## src/rtl/dmem_arbiter_if.sv

```systemverilog
// dmem_arbiter_if
//   Bundles the two L1 request channels and the data_mem port seen by
//   dmem_arbiter.
//   slave  : arbiter side (takes requests and mem_rdata, drives acks,
//            rdata, busy and the data_mem controls)
//   master : environment side (L1 controllers plus data_mem)
// Signals:
//   req0/1, addr0/1, wdata0/1, load_ctrl0/1, store_ctrl0/1 : per-requester
//   ack0/1, rdata, busy                                     : completion
//   mem_address, mem_wdata, mem_load_control,
//   mem_store_control, mem_rdata                            : data_mem port
interface dmem_arbiter_if #(
    parameter int n = 32
);
    logic          req0;
    logic          req1;
    logic [n-3:0]  addr0;
    logic [n-3:0]  addr1;
    logic [31:0]   wdata0;
    logic [31:0]   wdata1;
    logic [2:0]    load_ctrl0;
    logic [2:0]    load_ctrl1;
    logic [1:0]    store_ctrl0;
    logic [1:0]    store_ctrl1;
    logic          ack0;
    logic          ack1;
    logic [31:0]   rdata;
    logic          busy;
    logic [n-3:0]  mem_address;
    logic [31:0]   mem_wdata;
    logic [2:0]    mem_load_control;
    logic [1:0]    mem_store_control;
    logic [31:0]   mem_rdata;

    modport slave (
        input  req0, req1, addr0, addr1, wdata0, wdata1,
               load_ctrl0, load_ctrl1, store_ctrl0, store_ctrl1, mem_rdata,
        output ack0, ack1, rdata, busy,
               mem_address, mem_wdata, mem_load_control, mem_store_control
    );

    modport master (
        output req0, req1, addr0, addr1, wdata0, wdata1,
               load_ctrl0, load_ctrl1, store_ctrl0, store_ctrl1, mem_rdata,
        input  ack0, ack1, rdata, busy,
               mem_address, mem_wdata, mem_load_control, mem_store_control
    );
endinterface

```

## src/rtl/dmem_arbiter.sv

```systemverilog
// dmem_arbiter
//   Two-requester round-robin arbiter and access sequencer for the shared
//   single-port data_mem. One request is latched, driven to the memory for
//   exactly one ACCESS cycle, the read data is registered and a one-cycle
//   ack is returned to the owner in DONE.
// Ports:
//   clk      : system clock, rising edge
//   n_reset  : synchronous active-low reset
//   bus      : dmem_arbiter_if.slave (requests, acks, rdata, busy, data_mem)
//
//   state  | meaning
//   IDLE   | waiting; arbitrate and latch a request
//   ACCESS | memory port driven with the latched access
//   DONE   | ack to owner, rdata held, last_grant updated
module dmem_arbiter #(
    parameter int n = 32
) (
    input  logic          clk,
    input  logic          n_reset,
    dmem_arbiter_if.slave bus
);

    typedef enum logic [1:0] {
        IDLE   = 2'd0,
        ACCESS = 2'd1,
        DONE   = 2'd2
    } state_t;

    state_t        state;
    logic          owner;
    logic          last_grant;
    logic [n-3:0]  lat_addr;
    logic [31:0]   lat_wdata;
    logic [2:0]    lat_load;
    logic [1:0]    lat_store;
    logic [2:0]    load_q;
    logic [1:0]    store_q;
    logic [31:0]   rdata_q;
    logic          ack0_q;
    logic          ack1_q;
    logic          busy_q;

    logic          grant_any;
    logic          grant_id;
    logic [n-3:0]  sel_addr;
    logic [31:0]   sel_wdata;
    logic [2:0]    sel_load;
    logic [1:0]    sel_store;
    logic          load_valid;

    always_comb begin
        grant_any = bus.req0 | bus.req1;
        // On contention the requester that did not win last time gets it.
        if (bus.req0 && bus.req1) begin
            grant_id = ~last_grant;
        end else begin
            grant_id = bus.req1;
        end
        if (grant_id) begin
            sel_addr  = bus.addr1;
            sel_wdata = bus.wdata1;
            sel_load  = bus.load_ctrl1;
            sel_store = bus.store_ctrl1;
        end else begin
            sel_addr  = bus.addr0;
            sel_wdata = bus.wdata0;
            sel_load  = bus.load_ctrl0;
            sel_store = bus.store_ctrl0;
        end
        load_valid = (lat_load >= 3'd1) && (lat_load <= 3'd5);
    end

    always_ff @(posedge clk) begin
        if (!n_reset) begin
            state      <= IDLE;
            owner      <= 1'b0;
            last_grant <= 1'b1;
            lat_addr   <= '0;
            lat_wdata  <= '0;
            lat_load   <= '0;
            lat_store  <= '0;
            load_q     <= '0;
            store_q    <= '0;
            rdata_q    <= '0;
            ack0_q     <= 1'b0;
            ack1_q     <= 1'b0;
            busy_q     <= 1'b0;
        end else begin
            case (state)
                IDLE: begin
                    ack0_q <= 1'b0;
                    ack1_q <= 1'b0;
                    if (grant_any) begin
                        owner     <= grant_id;
                        lat_addr  <= sel_addr;
                        lat_wdata <= sel_wdata;
                        lat_load  <= sel_load;
                        lat_store <= sel_store;
                        // Memory controls are registered so they are only
                        // live for the ACCESS cycle; a store masks the load.
                        store_q   <= sel_store;
                        load_q    <= (sel_store != 2'b00) ? 3'b000 : sel_load;
                        busy_q    <= 1'b1;
                        state     <= ACCESS;
                    end
                end
                ACCESS: begin
                    store_q <= 2'b00;
                    load_q  <= 3'b000;
                    if ((lat_store != 2'b00) || !load_valid) begin
                        rdata_q <= '0;
                    end else begin
                        rdata_q <= bus.mem_rdata;
                    end
                    ack0_q <= ~owner;
                    ack1_q <= owner;
                    state  <= DONE;
                end
                DONE: begin
                    ack0_q     <= 1'b0;
                    ack1_q     <= 1'b0;
                    busy_q     <= 1'b0;
                    last_grant <= owner;
                    state      <= IDLE;
                end
                default: begin
                    state <= IDLE;
                end
            endcase
        end
    end

    // The store strobe is gated by reset directly so a reset edge that
    // lands on ACCESS can never write the array.
    assign bus.mem_store_control = n_reset ? store_q : 2'b00;
    assign bus.mem_load_control  = load_q;
    assign bus.mem_address       = lat_addr;
    assign bus.mem_wdata         = lat_wdata;
    assign bus.rdata             = rdata_q;
    assign bus.ack0              = ack0_q;
    assign bus.ack1              = ack1_q;
    assign bus.busy              = busy_q;

endmodule

```

## src/flat_wrapper.sv

```systemverilog
// flat-port wrapper written by rule: the top's interface ports become plain ports
module dmem_arbiter_flat 
#(
    parameter int n = 32
)
  (clk, n_reset, bus_req0, bus_req1, bus_addr0, bus_addr1, bus_wdata0, bus_wdata1, bus_load_ctrl0, bus_load_ctrl1, bus_store_ctrl0, bus_store_ctrl1, bus_mem_rdata, bus_ack0, bus_ack1, bus_rdata, bus_busy, bus_mem_address, bus_mem_wdata, bus_mem_load_control, bus_mem_store_control);
  dmem_arbiter_if #(.n(n)) bus_i ();
  input  logic clk;
  input  logic n_reset;
  input wire logic [$bits(bus_i.req0)-1:0] bus_req0;
  input wire logic [$bits(bus_i.req1)-1:0] bus_req1;
  input wire logic [$bits(bus_i.addr0)-1:0] bus_addr0;
  input wire logic [$bits(bus_i.addr1)-1:0] bus_addr1;
  input wire logic [$bits(bus_i.wdata0)-1:0] bus_wdata0;
  input wire logic [$bits(bus_i.wdata1)-1:0] bus_wdata1;
  input wire logic [$bits(bus_i.load_ctrl0)-1:0] bus_load_ctrl0;
  input wire logic [$bits(bus_i.load_ctrl1)-1:0] bus_load_ctrl1;
  input wire logic [$bits(bus_i.store_ctrl0)-1:0] bus_store_ctrl0;
  input wire logic [$bits(bus_i.store_ctrl1)-1:0] bus_store_ctrl1;
  input wire logic [$bits(bus_i.mem_rdata)-1:0] bus_mem_rdata;
  output wire logic [$bits(bus_i.ack0)-1:0] bus_ack0;
  output wire logic [$bits(bus_i.ack1)-1:0] bus_ack1;
  output wire logic [$bits(bus_i.rdata)-1:0] bus_rdata;
  output wire logic [$bits(bus_i.busy)-1:0] bus_busy;
  output wire logic [$bits(bus_i.mem_address)-1:0] bus_mem_address;
  output wire logic [$bits(bus_i.mem_wdata)-1:0] bus_mem_wdata;
  output wire logic [$bits(bus_i.mem_load_control)-1:0] bus_mem_load_control;
  output wire logic [$bits(bus_i.mem_store_control)-1:0] bus_mem_store_control;
  assign bus_i.req0 = bus_req0;
  assign bus_i.req1 = bus_req1;
  assign bus_i.addr0 = bus_addr0;
  assign bus_i.addr1 = bus_addr1;
  assign bus_i.wdata0 = bus_wdata0;
  assign bus_i.wdata1 = bus_wdata1;
  assign bus_i.load_ctrl0 = bus_load_ctrl0;
  assign bus_i.load_ctrl1 = bus_load_ctrl1;
  assign bus_i.store_ctrl0 = bus_store_ctrl0;
  assign bus_i.store_ctrl1 = bus_store_ctrl1;
  assign bus_i.mem_rdata = bus_mem_rdata;
  assign bus_ack0 = bus_i.ack0;
  assign bus_ack1 = bus_i.ack1;
  assign bus_rdata = bus_i.rdata;
  assign bus_busy = bus_i.busy;
  assign bus_mem_address = bus_i.mem_address;
  assign bus_mem_wdata = bus_i.mem_wdata;
  assign bus_mem_load_control = bus_i.mem_load_control;
  assign bus_mem_store_control = bus_i.mem_store_control;
  dmem_arbiter #(.n(n)) u_core (.clk(clk), .n_reset(n_reset), .bus(bus_i));
endmodule
```

## config.mk

```make
export PLATFORM = sky130hd
export DESIGN_NAME = dmem_arbiter_flat
export DESIGN_NICKNAME = d
export VERILOG_FILES = /design/src/rtl/dmem_arbiter_if.sv /design/src/rtl/dmem_arbiter.sv /design/src/flat_wrapper.sv
export SDC_FILE = /design/constraint.sdc
export NUM_CORES = 1
export LEC_CHECK = 0
export BUFFER_PORTS_ARGS = -buffer_cell sky130_fd_sc_hd__clkbuf_2
export CAP_MARGIN = 10
export CORE_ASPECT_RATIO = 0.5
export CORE_MARGIN = 4
export CORE_UTILIZATION = 44
export DETAILED_ROUTE_END_ITERATION = 7
export PLACE_DENSITY = 0.8
export RECOVER_POWER = 50
export SYNTH_ARGS = -nofsm -noshare
export SYNTH_HDL_FRONTEND = slang
export SYNTH_SLANG_ARGS = --single-unit
```

## constraint.sdc

```tcl
create_clock -name clk -period 1.8 [get_ports clk]
set_input_delay 0.27 -clock clk [delete_from_list [all_inputs] [get_ports clk]]
set_output_delay 0.27 -clock clk [all_outputs]
set_load 0.01 [all_outputs]
```

==> results.json <==
{
  "status": "finished clean",
  "numCtsBuffers": 9,
  "crit_family": "simple AND/OR/NAND/NOR gates",
  "rsz0062_at_grt": "false",
  "timing.reg2reg.worst_path_depth": 3,
  "fin_nets": 923,
  "cts_buffer_depth": 2,
  "drcViolationCount": 0,
  "synthTopCellsByArea": "dfxtp_1 (47%), nand2_1 (11%), a311oi_2 (9.6%)",
  "seqPwrFrac_pct": 44.8,
  "drive_gt1_share_pct": 30.7,
  "ys.flop_type": "dfxtp_1",
  "fin_crit_sh_pct": 94.7,
  "synthDistinctLibCells": 30,
  "dpl_cell_area_sq_mm": 0.00613,
  "cts.sinks": 111,
  "grt_pass1_vias": 4502,
  "syn_nets": 683,
  "gp_congestion": 0.803,
  "drv_slew": 0,
  "hpwl_mm": 10.1,
  "area_growth_pct": 34.9,
  "core.rowCount": 26,
  "postCtsHoldBufs": 0,
  "fin_skew_ns": 0.00373,
  "synth_top_area_share_pct": 47.3,
  "post-cts-setup-buffers": 0,
  "final-hold-violation-count": 0,
  "regToRegSetupSlack_ns": 0.1,
  "worstSetupPathType": "reg2reg",
  "synth_seq_area_share_pct": 47.3,
  "crit-reg2reg-launch": "u_core.state[0]",
  "wl_met1_mm": 6.02,
  "slowest_stage": "and2_2",
  "top_layer": "met4",
  "fin_area_sq_mm": 0.00633,
  "cts-root-buf": "clkbuf_16",
  "yosysWarnings": 0,
  "power.density_mw_per_mm2": 985,
  "switching_share_pct": 28.5,
  "die_h_um": 81.0,
  "crit_path_max_incr_delay_ns": 0.76,
  "drt_iter0_drc": 427,
  "core_area_sq_mm": 0.0103,
  "hold_ws_ns": 0.138,
  "tightest_slew_ns": 0.872,
  "peakVddDrop_mv": 0.519,
  "async_flop_share_pct": 0,
  "critPathRequiredTime_ns": 1.97,
  "synth_top_area_cell": "dfxtp_1",
  "die_x_um": 154,
  "period_needed_ns": 1.70,
  "avgSynthCellArea_sq_um": 9.15,
  "hold_path_class": "in2reg",
  "seq_area_sq_mm": 0.00222,
  "cp_cell_sequence": "nor2_4 > and2_2 > a311oi_2",
  "dr.pass1.iters": 4,
  "synthTopCellsByCount": "nand2_1 (134), dfxtp_1 (111), a21oi_1 (70)",
  "routedWlPerCell_um": 16.5,
  "antenna_found_initial": 0,
  "combPwrFrac_pct": 20.4,
  "grt_max_degree": 72,
  "syn_inst": 513,
  "num-fill-cells": 945,
  "synth.cell_area_sq_mm": 0.00469,
  "insertion_delay_ns": 0.34,
  "dieArea_sq_mm": 0.0125,
  "cp-end-kind": "flip-flop",
  "worstHoldStart": "bus_mem_rdata[27]",
  "crit_start": "u_core.state[0]",
  "port_buffers": 271,
  "ys_ff_latch": 111,
  "path_buf_inv": 0,
  "cts_resized": 0,
  "antenna_cells": 0,
  "crit_arrival_ns": 1.88,
  "cp_max_fo": 33,
  "tns_ns": 0,
  "vias": 4836,
  "power_frac_clock_pct": 34.8,
  "max_freq_mhz": 587,
  "grt_usage_pct": 21.5,
  "wl_met2_mm": 7.40,
  "cap_violations": 0,
  "overflow": 0,
  "cp.depth": 3,
  "path_clk_slew_ns": 0.07,
  "routed_wl_mm": 14.8,
  "multi_input_area_sq_mm": 0.00222,
  "switchingPower_w": 0.00178,
  "drt.antenna.violating_nets": 0,
  "htreeDepth": 3,
  "worstSetupStartpointType": "flip-flop",
  "dr_wl_met3_mm": 1.02,
  "synth_most_common_cell": "nand2_1",
  "finalSetupViolations": 0,
  "intPower_w": 0.00446,
  "io_pins": 272,
  "synth_edf_count": 0,
  "hold_depth": 2,
  "relSlewSlack_pct": 41.9,
  "p_leak_nw": 2.71,
  "grt_pass1_wl_mm": 22.1,
  "viasPerCell": 5.39,
  "tritoncts": "done",
  "initial_utilization_pct": 45.5
}
==> metal layers <==
layer  vias up  track usage, %
li1       2355               -
met1      2249            26.9
met2       197            36.7
met3        35            5.48
met4         0            7.67
met5         -               0
==> path summary, 6_finish.rpt <==
path	endpoint
worst min-delay path	u_core.bus.rdata[27]
worst max-delay path	u_core.bus.mem_address[3]
worst max register to register	u_core.bus.mem_address[3]
worst min register to register	u_core.bus.mem_load_control[2]
==> power by group through the flow <==
stage / Sequential (W) / Clock, W / Combinational (W)
2_1_floorplan: 0.00293 / 0 / 0.000689
3_3_place_gp: 0.00285 / 0 / 0.00129
3_5_place_dp: 0.00285 / 0 / 0.00132
4_1_cts: 0.00280 / 0.00220 / 0.00132
5_1_grt: 0.00282 / 0.00232 / 0.00140
6_report: 0.00280 / 0.00217 / 0.00127
==> registers in the layout, indices dropped and copies added (netlist names) <==
register                     count
u_core.bus.mem_address          30
u_core.bus.mem_wdata            32
u_core.bus.ack1                  1
u_core.lat_load                  3
u_core.lat_store                 2
u_core.last_grant                1
u_core.state                     2
u_core.bus.busy                  1
u_core.store_q                   2
u_core.bus.mem_load_control      3
u_core.bus.rdata                32
u_core.bus.ack0                  1
u_core.owner                     1
==> cell usage in the layout, fill, tap and decap left out, types with 3 or more instances in the layout <==
| master | count |
|---|---|
| a21oi_1 | 69 |
| a22o_1 | 32 |
| a311oi_1 | 35 |
| a311oi_2 | 30 |
| buf_12 | 5 |
| buf_4 | 3 |
| clkbuf_1 | 103 |
| clkbuf_16 | 9 |
| clkbuf_2 | 169 |
| clkinv_4 | 3 |
| dfxtp_1 | 111 |
| inv_1 | 7 |
| mux2i_1 | 7 |
| nand2_1 | 134 |
| nor2_1 | 6 |
| nor3b_1 | 6 |
| o22ai_1 | 5 |
==> layout make-up <==
| class | instances | area share, % |
|---|---|---|
| flip-flops and latches | 111 | 35.1 |
| multi-input cells | 343 | 35.0 |
| inverters | 8 | 0.474 |
| clock inverters | 6 | 1.48 |
| clock buffers | 10 | 3.77 |
| repair buffers | 280 | 21.4 |
| well taps | 140 | 2.77 |
==> cell families after synthesis <==
family	count (synthesis)	synth area share, %
flip-flops	111	47.3
multiplexers	7	1.49
buffers and inverters	60	5.97
AO/OA/AOI/OAI	180	31.7
AND/OR/NAND/NOR	155	13.5
==> through the flow <==
| step | cells | power (W) | utilization (%) | worst slack (ns) |
|---|---|---|---|---|
| finish | 898 | 0.00624 | 61.4 | 0.0959 |
| global route | 898 | 0.00653 | 61.4 | 0.0157 |
| CTS | 897 | 0.00632 | 62.6 | 0.0935 |
| detailed placement | 881 | 0.00417 | 59.4 | 0.0476 |
| global placement | 881 | 0.00414 | 59.4 | 0.0772 |
| floorplan | 513 | 0.00362 | - | 0.410 |
No activity file was read; power rests on OpenSTA's default activity.
